### src/rtl/cpu_pkg.sv
// Shared CPU definitions: memory port identifiers and bus widths used by the
// control unit, datapath and the memory arbiter.
package cpu_pkg;

    // Program counter width; the unified memory is word-addressed by PC values.
    localparam int PC_WIDTH   = 8;
    localparam int ADDR_WIDTH = PC_WIDTH;
    localparam int DATA_WIDTH = 16;

    typedef enum logic [1:0] {
        PORT_NONE,
        PORT_FETCH,
        PORT_DATA,
        PORT_DBG
    } mem_port_t;

    // Port identifier to one-hot request-vector position: [0]=fetch, [1]=data, [2]=debug.
    function automatic logic [2:0] port_onehot(input mem_port_t p);
        logic [2:0] v;
        v = 3'b000;
        case (p)
            PORT_FETCH: v = 3'b001;
            PORT_DATA:  v = 3'b010;
            PORT_DBG:   v = 3'b100;
            default:    v = 3'b000;
        endcase
        return v;
    endfunction

endpackage

### src/rtl/mem_arbiter_fixed_prio_arb.sv
// Combinational three-way fixed-priority selector (debug > data > fetch).
// A masked port is treated as not requesting, letting the next one through.
module fixed_prio_arb
    import cpu_pkg::*;
(
    input  logic [2:0] i_req,   // [0]=fetch, [1]=data, [2]=debug
    input  logic [2:0] i_mask,  // 1 = port excluded this cycle
    output logic [2:0] o_gnt,   // one-hot grant, same bit order as i_req
    output mem_port_t  o_port
);

    logic [2:0] w_eligible;

    assign w_eligible = i_req & ~i_mask;

    // Pick the highest-priority eligible requester.
    always_comb begin
        o_gnt  = 3'b000;
        o_port = PORT_NONE;
        if (w_eligible[2]) begin
            o_gnt  = 3'b100;
            o_port = PORT_DBG;
        end else if (w_eligible[1]) begin
            o_gnt  = 3'b010;
            o_port = PORT_DATA;
        end else if (w_eligible[0]) begin
            o_gnt  = 3'b001;
            o_port = PORT_FETCH;
        end
    end

endmodule

### src/rtl/mem_arbiter.sv
// Single-port memory arbiter for instruction fetch, load/store and the
// debug/loader port. Fixed priority with a streak limit so a busy
// high-priority port cannot starve the others; read data is routed back to
// the port whose read was granted one cycle earlier.
module mem_arbiter
    import cpu_pkg::mem_port_t, cpu_pkg::PORT_NONE, cpu_pkg::PORT_FETCH,
           cpu_pkg::PORT_DATA, cpu_pkg::PORT_DBG, cpu_pkg::port_onehot;
#(
    parameter int ADDR_WIDTH = cpu_pkg::ADDR_WIDTH,
    parameter int DATA_WIDTH = cpu_pkg::DATA_WIDTH,
    parameter int MAX_BURST  = 4
) (
    input  logic                  clock,
    input  logic                  reset,      // active low, synchronous

    input  logic                  f_req,
    input  logic [ADDR_WIDTH-1:0] f_addr,
    output logic                  f_gnt,
    output logic                  f_rvalid,

    input  logic                  d_req,
    input  logic                  d_we,
    input  logic [ADDR_WIDTH-1:0] d_addr,
    input  logic [DATA_WIDTH-1:0] d_wdata,
    output logic                  d_gnt,
    output logic                  d_rvalid,

    input  logic                  x_req,
    input  logic                  x_we,
    input  logic [ADDR_WIDTH-1:0] x_addr,
    input  logic [DATA_WIDTH-1:0] x_wdata,
    output logic                  x_gnt,
    output logic                  x_rvalid,

    output logic [DATA_WIDTH-1:0] rdata,

    output logic                  mem_en,
    output logic                  mem_we,
    output logic [ADDR_WIDTH-1:0] mem_addr,
    output logic [DATA_WIDTH-1:0] mem_wdata,
    input  logic [DATA_WIDTH-1:0] mem_rdata,

    output mem_port_t             owner
);

    localparam int              SW         = $clog2(MAX_BURST + 1);
    localparam logic [SW-1:0]   STREAK_MAX = SW'(MAX_BURST);

    logic [2:0]    w_req;
    logic [2:0]    w_mask;
    logic [2:0]    w_gnt;
    logic [2:0]    w_last_oh;
    logic [2:0]    w_resp_oh;
    logic          w_others_req;
    mem_port_t     w_port;

    mem_port_t     r_last_owner;
    mem_port_t     r_resp_owner;
    logic [SW-1:0] r_streak;

    // Requests are ignored entirely while reset is asserted.
    assign w_req        = reset ? {x_req, d_req, f_req} : 3'b000;
    assign w_last_oh    = port_onehot(r_last_owner);
    assign w_others_req = |(w_req & ~w_last_oh);

    // Bench the streak holder only when it has used its burst and someone else waits.
    assign w_mask = ((r_streak == STREAK_MAX) && (|(w_req & w_last_oh)) && w_others_req)
                    ? w_last_oh : 3'b000;

    fixed_prio_arb u_prio (
        .i_req  (w_req),
        .i_mask (w_mask),
        .o_gnt  (w_gnt),
        .o_port (w_port)
    );

    assign f_gnt = w_gnt[0];
    assign d_gnt = w_gnt[1];
    assign x_gnt = w_gnt[2];
    assign owner = w_port;

    // Steer the winner's command onto the memory bus; idle bus is all zeros.
    always_comb begin
        mem_en    = 1'b0;
        mem_we    = 1'b0;
        mem_addr  = '0;
        mem_wdata = '0;
        case (w_port)
            PORT_FETCH: begin
                mem_en   = 1'b1;
                mem_addr = f_addr;
            end
            PORT_DATA: begin
                mem_en    = 1'b1;
                mem_we    = d_we;
                mem_addr  = d_addr;
                mem_wdata = d_wdata;
            end
            PORT_DBG: begin
                mem_en    = 1'b1;
                mem_we    = x_we;
                mem_addr  = x_addr;
                mem_wdata = x_wdata;
            end
            default: ;
        endcase
    end

    // Track the grant streak and remember which port owns next cycle's read data.
    always_ff @(posedge clock) begin
        if (!reset) begin
            r_streak     <= '0;
            r_last_owner <= PORT_NONE;
            r_resp_owner <= PORT_NONE;
        end else begin
            r_resp_owner <= (mem_en && !mem_we) ? w_port : PORT_NONE;
            r_last_owner <= w_port;
            if (w_port == PORT_NONE) begin
                r_streak <= '0;
            end else if (w_port != r_last_owner) begin
                r_streak <= SW'(1);
            end else if (r_streak != STREAK_MAX) begin
                r_streak <= r_streak + SW'(1);
            end
        end
    end

    // Responses are suppressed during reset, which also drops a read granted
    // in the cycle just before reset went low.
    assign w_resp_oh = reset ? port_onehot(r_resp_owner) : 3'b000;
    assign f_rvalid  = w_resp_oh[0];
    assign d_rvalid  = w_resp_oh[1];
    assign x_rvalid  = w_resp_oh[2];
    assign rdata     = (|w_resp_oh) ? mem_rdata : '0;

endmodule
### config.mk
export PLATFORM = sky130hd
export DESIGN_NAME = mem_arbiter
export DESIGN_NICKNAME = d
export VERILOG_FILES = /design/src/rtl/cpu_pkg.sv /design/src/rtl/mem_arbiter_fixed_prio_arb.sv /design/src/rtl/mem_arbiter.sv
export SDC_FILE = /design/constraint.sdc
export NUM_CORES = 1
export LEC_CHECK = 0
export CORE_AREA = 2 2 50 52
export CTS_CLUSTER_DIAMETER = 150
export CTS_CLUSTER_SIZE = 14
export DETAILED_ROUTE_END_ITERATION = 10
export DIE_AREA = 0 0 52 54
export DONT_BUFFER_PORTS = 1
export PLACE_DENSITY_LB_ADDON = 0.08
export SETUP_SLACK_MARGIN = 0.1
export SLEW_MARGIN = 20
export SYNTH_ARGS = -nofsm -noshare
export SYNTH_HDL_FRONTEND = slang
export SYNTH_HIERARCHICAL = 1
export SYNTH_SLANG_ARGS = --single-unit
### constraint.sdc
create_clock -name clock -period 4.7 [get_ports clock]
set_input_delay 0.705 -clock clock [delete_from_list [all_inputs] [get_ports clock]]
set_output_delay 0.705 -clock clock [all_outputs]
set_load 0.01 [all_outputs]
# Word level (Yosys, flattened, before mapping)
# Cells that the tools add are included.
[totals] regBits=7 output_inout_bits=50 elab_cells=54 in_bits=79
[op_classes] eq_ne=12 n_addsub=1 n_reduce_logical=13 n_bitwise=6 muxes=18
[op_table] operator="$pmux W16 S2" n=1
[op_table] operator="$pmux W8 S3" n=1
[op_table] operator="$pmux W3 S3" n=2
[op_table] operator="$mux W16" n=1
[op_table] operator="$mux W3" n=5
[op_table] operator="$reduce_or A3 Y1" n=5
[op_table] operator="$eq A2 B2 Y1 const B" n=6
[op_table] operator="$and A3 B3 Y3" n=3
[op_table] operator="$eq A2 B1 Y1 const B" n=3
[op_table] operator="$not A3 Y3" n=2
[op_table] operator="$mux W1" n=5
[op_table] operator="$mux W2" n=2
[op_table] operator="$add A3 B1 Y3 const B" n=1
[op_table] operator="$eq A3 B3 Y1 const B" n=1
[op_table] operator="$logic_and A1 B1 Y1" n=3
[op_table] operator="$ne A3 B3 Y1 const B" n=1
[op_table] operator="$logic_not A2 Y1" n=1
[op_table] operator="$ne A2 B2 Y1" n=1
[op_table] operator="$pmux W1 S2" n=1
[op_table] operator="$reduce_and A2 Y1" n=1
[op_table] operator="$reduce_bool A2 Y1" n=1
[op_table] operator="$reduce_or A2 Y1" n=1
[op_table] operator="$logic_not A1 Y1" n=1
[op_table] operator="$not A1 Y1" n=1

# Depth between registers and ports, before layout
[logic_depth] word_depth=17 ltp_mapped=11 ltp_nobuf=9

# By module
# Netlist, hierarchy kept.
[by_module_without_submodules] module="mem_arbiter" instances=1 seq_area_each_um2=140.1 cells_each=127 area_each_um2=1023.5
[by_module_without_submodules] module="fixed_prio_arb" instances=1 seq_area_each_um2=0.0 cells_each=9 area_each_um2=55.1

# Least setup slack after synthesis
# Ideal clock, no wire load.
[synth_timing] kind="input port to output port" from="input port reset" to="output port mem_addr[1]" slack_ns=1.421 t_required_ns=3.995 arrival_ns=2.574 path_buffers=2 cell_stages=8 cell_sequence="buf_2 > nand4_1 > nor4b_1 > and2b_1 > o21ai_1 > buf_4 > mux2_1 > a22o_1"
[synth_via] elab_cells_between_ends=17 cone_classes="eq/ne (3); mux (6); bitwise (4); reduce/logical (4)"
[synth_rtl] item="from (decl)" line="mem_arbiter.sv:14" text="input logic reset,"
[synth_rtl] item="$mux W3 *" line="mem_arbiter.sv:62" text="assign w_req = reset ? {x_req, d_req, f_req} : 3'b000;"
[synth_rtl] item="$and A3 B3 Y3" line="mem_arbiter.sv:67" text="assign w_mask = ((r_streak == STREAK_MAX) && (|(w_req & w_last_oh)) && w_others_req)"
[synth_rtl] item="$reduce_or A3 Y1" line="mem_arbiter.sv:67"
[synth_rtl] item="$logic_and A1 B1 Y1" line="mem_arbiter.sv:67"
[synth_rtl] item="$logic_and A1 B1 Y1 *" line="mem_arbiter.sv:67"
[synth_rtl] item="$mux W3 *" line="mem_arbiter.sv:68" text="? w_last_oh : 3'b000;"
[synth_rtl] item="net w_mask[1]" line="mem_arbiter.sv:50" text="logic [2:0] w_mask;"
[synth_rtl] item="$not A3 Y3 *" line="mem_arbiter_fixed_prio_arb.sv:14" text="assign w_eligible = i_req & ~i_mask;"
[synth_rtl] item="$and A3 B3 Y3 *" line="mem_arbiter_fixed_prio_arb.sv:14"
[synth_rtl] item="$mux W2 *" line="mem_arbiter_fixed_prio_arb.sv:23" text="end else if (w_eligible[1]) begin"
[synth_rtl] item="$mux W2 *" line="mem_arbiter_fixed_prio_arb.sv:20" text="if (w_eligible[2]) begin"
[synth_rtl] item="net owner[0]" line="mem_arbiter.sv:43" text="output mem_port_t owner"
[synth_rtl] item="$eq A2 B2 Y1 or $eq A2 B1 Y1 (tied branches)" line="mem_arbiter.sv:88" text="case (w_port)"
[synth_rtl] item="$pmux W8 S3 *" line="mem_arbiter.sv:88"
[synth_rtl] item="to (decl)" line="mem_arbiter.sv:39" text="output logic [ADDR_WIDTH-1:0] mem_addr,"
# The timed path passes the listed nets; every way through them passes the cells marked *.

# Worst setup path in the final report
[layout_timing] from="register r_streak[0]" to="output port mem_addr[3]"
[layout_via] elab_cells_between_ends=13 cone_classes="eq/ne (4); mux (5); bitwise (2); reduce/logical (2)"
[layout_rtl] item="from (decl)" line="mem_arbiter.sv:59" text="logic [SW-1:0] r_streak;"
[layout_rtl] item="from (signal assigned)" line="mem_arbiter.sv:123" text="r_streak <= r_streak + SW'(1);"
[layout_rtl] item="$eq A3 B3 Y1 *" line="mem_arbiter.sv:67"
[layout_rtl] item="$logic_and A1 B1 Y1 * (2 in a row)" line="mem_arbiter.sv:67"
[layout_rtl] item="$mux W3 *" line="mem_arbiter.sv:68"
[layout_rtl] item="net w_mask[1]" line="mem_arbiter.sv:50"
[layout_rtl] item="$not A3 Y3 *" line="mem_arbiter_fixed_prio_arb.sv:14"
[layout_rtl] item="$and A3 B3 Y3 *" line="mem_arbiter_fixed_prio_arb.sv:14"
[layout_rtl] item="$mux W2 *" line="mem_arbiter_fixed_prio_arb.sv:23"
[layout_rtl] item="$mux W2 *" line="mem_arbiter_fixed_prio_arb.sv:20"
[layout_rtl] item="net owner[0]" line="mem_arbiter.sv:43"
[layout_rtl] item="$eq A2 B2 Y1 or $eq A2 B1 Y1 (tied branches)" line="mem_arbiter.sv:88"
[layout_rtl] item="$pmux W8 S3 *" line="mem_arbiter.sv:88"
# Marks and branches as above.

==> run_results.csv <==
group,metric,value,unit
outcome,status,"finished clean",
layout,nets,215,
layout,syn2layout_area_growth,3.13,%
worst_setup_path,arrival,2810,ps
floorplan,ioPinCount,129,
worst_setup_path,slowest_delay,410,ps
worst_setup_path,worst-path-max-fanout,28,
yosys,avgSynthCellArea,7.93,µm²
layout,fin_area,1110,µm²
yosys,synth-edff-count,0,
routing,drt_first_iter_violations,7,
clock_network,cts_resized,0,
placed_design,dpl_worst_slack,1390,ps
yosys,synthAdderAreaFrac,2.32,%
floorplan,coreArea,2320,µm²
worst_setup_path,worstSetupEndpointType,"output port",
yosys,syn_area,1080,µm²
pwr,p_leak,0.463,nW
sta,tightest_slew,607,ps
clock_network,cts-root-buf,"clkbuf_4",
sta,rsz0062_at_grt,"false",
yosys,synthMuxAreaShare,25.1,%
global_routing,antenna_found_initial,0,
sta,worst_slack,1190,ps
worst_setup_path,slowest_stage,"buf_4",
floorplan,start_util,46.5,%
routing,firstDrtPassIters,4,
layout,final_cell_mix,"nor2b_1, and2_1, mux2i_1, mux2_1, a22o_1",
global_routing,grt.total_usage,16.6,%
clock_network,cts_hold_buf,0,
clock_network,clock_sinks,7,
placed_design,dpl.hpwl,2330,µm
yosys,async_reset_ff_share,0,%
routing,drt_wl_total,2820,µm
routing,vias,969,
clock_network,clock_path_buffers,2,
routing,wl_per_cell,17.3,µm
yosys,synth_compound_area_share,13.7,%
placed_design,routabilityCongestion,0.815,
pwr,ir_worst_vdd,0.144,mV
clock_network,post_cts_buffers,0,
sta,fmax,0.285,GHz
global_routing,grt_max_degree,33,
yosys,ys.flop_type,"dfxtp_1",
layout,n_antenna_cell,0,
floorplan,dieArea,2810,µm²
sta,setup_viol,0,
worst_setup_path,worstSetupStartpointType,"flop",
yosys,yosysWarnings,6,
sta,final_max_slew_viol_count,0,
routing,drc,0,
clock_network,cts_buffers,3,
floorplan,die_y,54,µm
yosys,synth_cell_type_count,38,
layout,drive_gt1_share,9.77,%
floorplan,die-width,52,µm
clock_network,cts_tree,"yes",
routing,postRouteAntennaNets,0,
worst_setup_path,required,3990,ps
yosys,synth_simple_gate_area_share,37.8,%
sta,max_slew_margin,59.4,%
worst_setup_path,cp_cell_sequence,"inv_1 > ha_1 > nand4_1 > nor4b_1 > and2b_1 > o21ai_4 > buf_4 > mux2_1 > a22o_1",
yosys,synth_cells,136,
yosys,seq_area_frac_synth,13.0,%
yosys,synth_nets,217,
global_routing,grt_pass1_wl,3400,µm
sta,min_period_over_period,74.7,%
clock_network,clock_latency,250,ps
yosys,synth_top_family_by_area,"simple AND/OR/NAND/NOR gates",
placed_design,portBuffers,0,
sta,fin_setup_tns,0,ps
yosys,ys_seq_elements,7,
sta,final.min_clock_period,3510,ps
pwr,powerDensity,197,nW/µm²
worst_setup_path,critical_path_class,"reg2out",
global_routing,grt_pass1_vias,764,
yosys,synth_xor_area_share,0.812,%
clock_network,clk_pin_slew,50,ps
clock_network,htree_levels,1,
floorplan,rows,18,
routing,via_per_inst,5.94,
hold_path,hp-class,"reg2reg",
job,cap_viol_max_count,0,
global_routing,grt_overflow_total,0,
placed_design,place_area,1090,µm²
layout,post-route-util,48.0,%
sta,hold_viol_final,0,
sta,fin_skew,1.40,ps
==> per-layer routing <==
layer | GRT usage [%] | up-vias | part of all wire, %
met2 | 33.8 | 81 | 53
li1 | - | 462 | -
met1 | 15.9 | 421 | 36
met3 | 3.61 | 5 | 10
met4 | 6.58 | 0 | 1.1
met5 | 0 | - | 0
==> where the power goes <==
group	switching (mW)	internal, mW	total [mW]
clock	0.0216	0.0324	0.0540
combinational	0.0578	0.0407	0.0985
sequential	0.00370	0.0629	0.0666
total	0.0831	0.136	0.219
==> worst max-delay path, delay by kind of cell, from the launching register on <==
kind            cells  cell delay [ps]
mux                 1              380
simple gates        3              700
fa+ha+maj           1              210
flops               1              320
buf+inv             2              470
compound gates      2              450
==> final timing paths <==
check	start	to	slack (ps)	cells after the start
worst min register to register	r_streak[1]$_SDFFE_PP0P_	r_streak[1]$_SDFFE_PP0P_	550	2
worst min-delay path	r_streak[1]$_SDFFE_PP0P_	r_streak[1]$_SDFFE_PP0P_	550	2
worst max-delay path	r_streak[0]$_SDFFE_PP0P_	mem_addr[3]	1190	9
worst max register to register	r_streak[0]$_SDFFE_PP0P_	r_resp_owner[1]$_SDFF_PN0_	2060	10
==> cell families (layout without fill, tap and decap cells) <==
family	after synthesis	after routing
adder cells (fa/ha/maj)	2	2
buffers and inverters	15	12
AND/OR/NAND/NOR	67	67
AO/OA/AOI/OAI	18	18
XOR/XNOR	1	1
multiplexers	26	26
flip-flops	7	7
==> through the flow <==
step / std cells / total power [mW] / hold WS [ps]
6_report: 163 / 0.219 / 549
5_1_grt: 163 / 0.236 / 589
4_1_cts: 163 / 0.223 / 555
3_5_place_dp: 159 / 0.167 / 548
3_3_place_gp: 159 / 0.165 / 565
2_1_floorplan: 136 / 0.157 / 520
==> registers in the layout (all words and copies together), names as in the netlist <==
| name | count |
|---|---|
| r_streak | 3 |
| r_last_owner | 2 |
| r_resp_owner | 2 |
==> synth_stat cells (2+ instances only) <==
| library cell | instances | area (µm²) |
|---|---|---|
| nand2_1 | 6 | 22.5 |
| clkbuf_1 | 3 | 11.3 |
| inv_1 | 4 | 15.0 |
| a22o_1 | 8 | 70.1 |
| mux2i_1 | 18 | 180 |
| buf_4 | 2 | 15.0 |
| nand2b_1 | 3 | 18.8 |
| nor3b_1 | 2 | 15.0 |
| mux2_1 | 8 | 90.1 |
| and2_1 | 20 | 125 |
| buf_2 | 2 | 10.0 |
| nor2_1 | 5 | 18.8 |
| dfxtp_1 | 7 | 140 |
| o21ai_0 | 2 | 10.0 |
| ha_1 | 2 | 25.0 |
| nand3b_1 | 2 | 15.0 |
| nor2b_1 | 20 | 125 |
| inv_2 | 2 | 7.51 |
==> final cells by class <==
cell class | count | area (µm²)
fillers | 233 | 1210
clock buffers | 4 | 26.3
flip-flops and latches | 7 | 140
repair buffers | 2 | 15.0
multi-input cells | 114 | 871
well taps | 30 | 37.5
inverters | 6 | 22.5
Note: power is estimated with default switching activity, not from simulation.
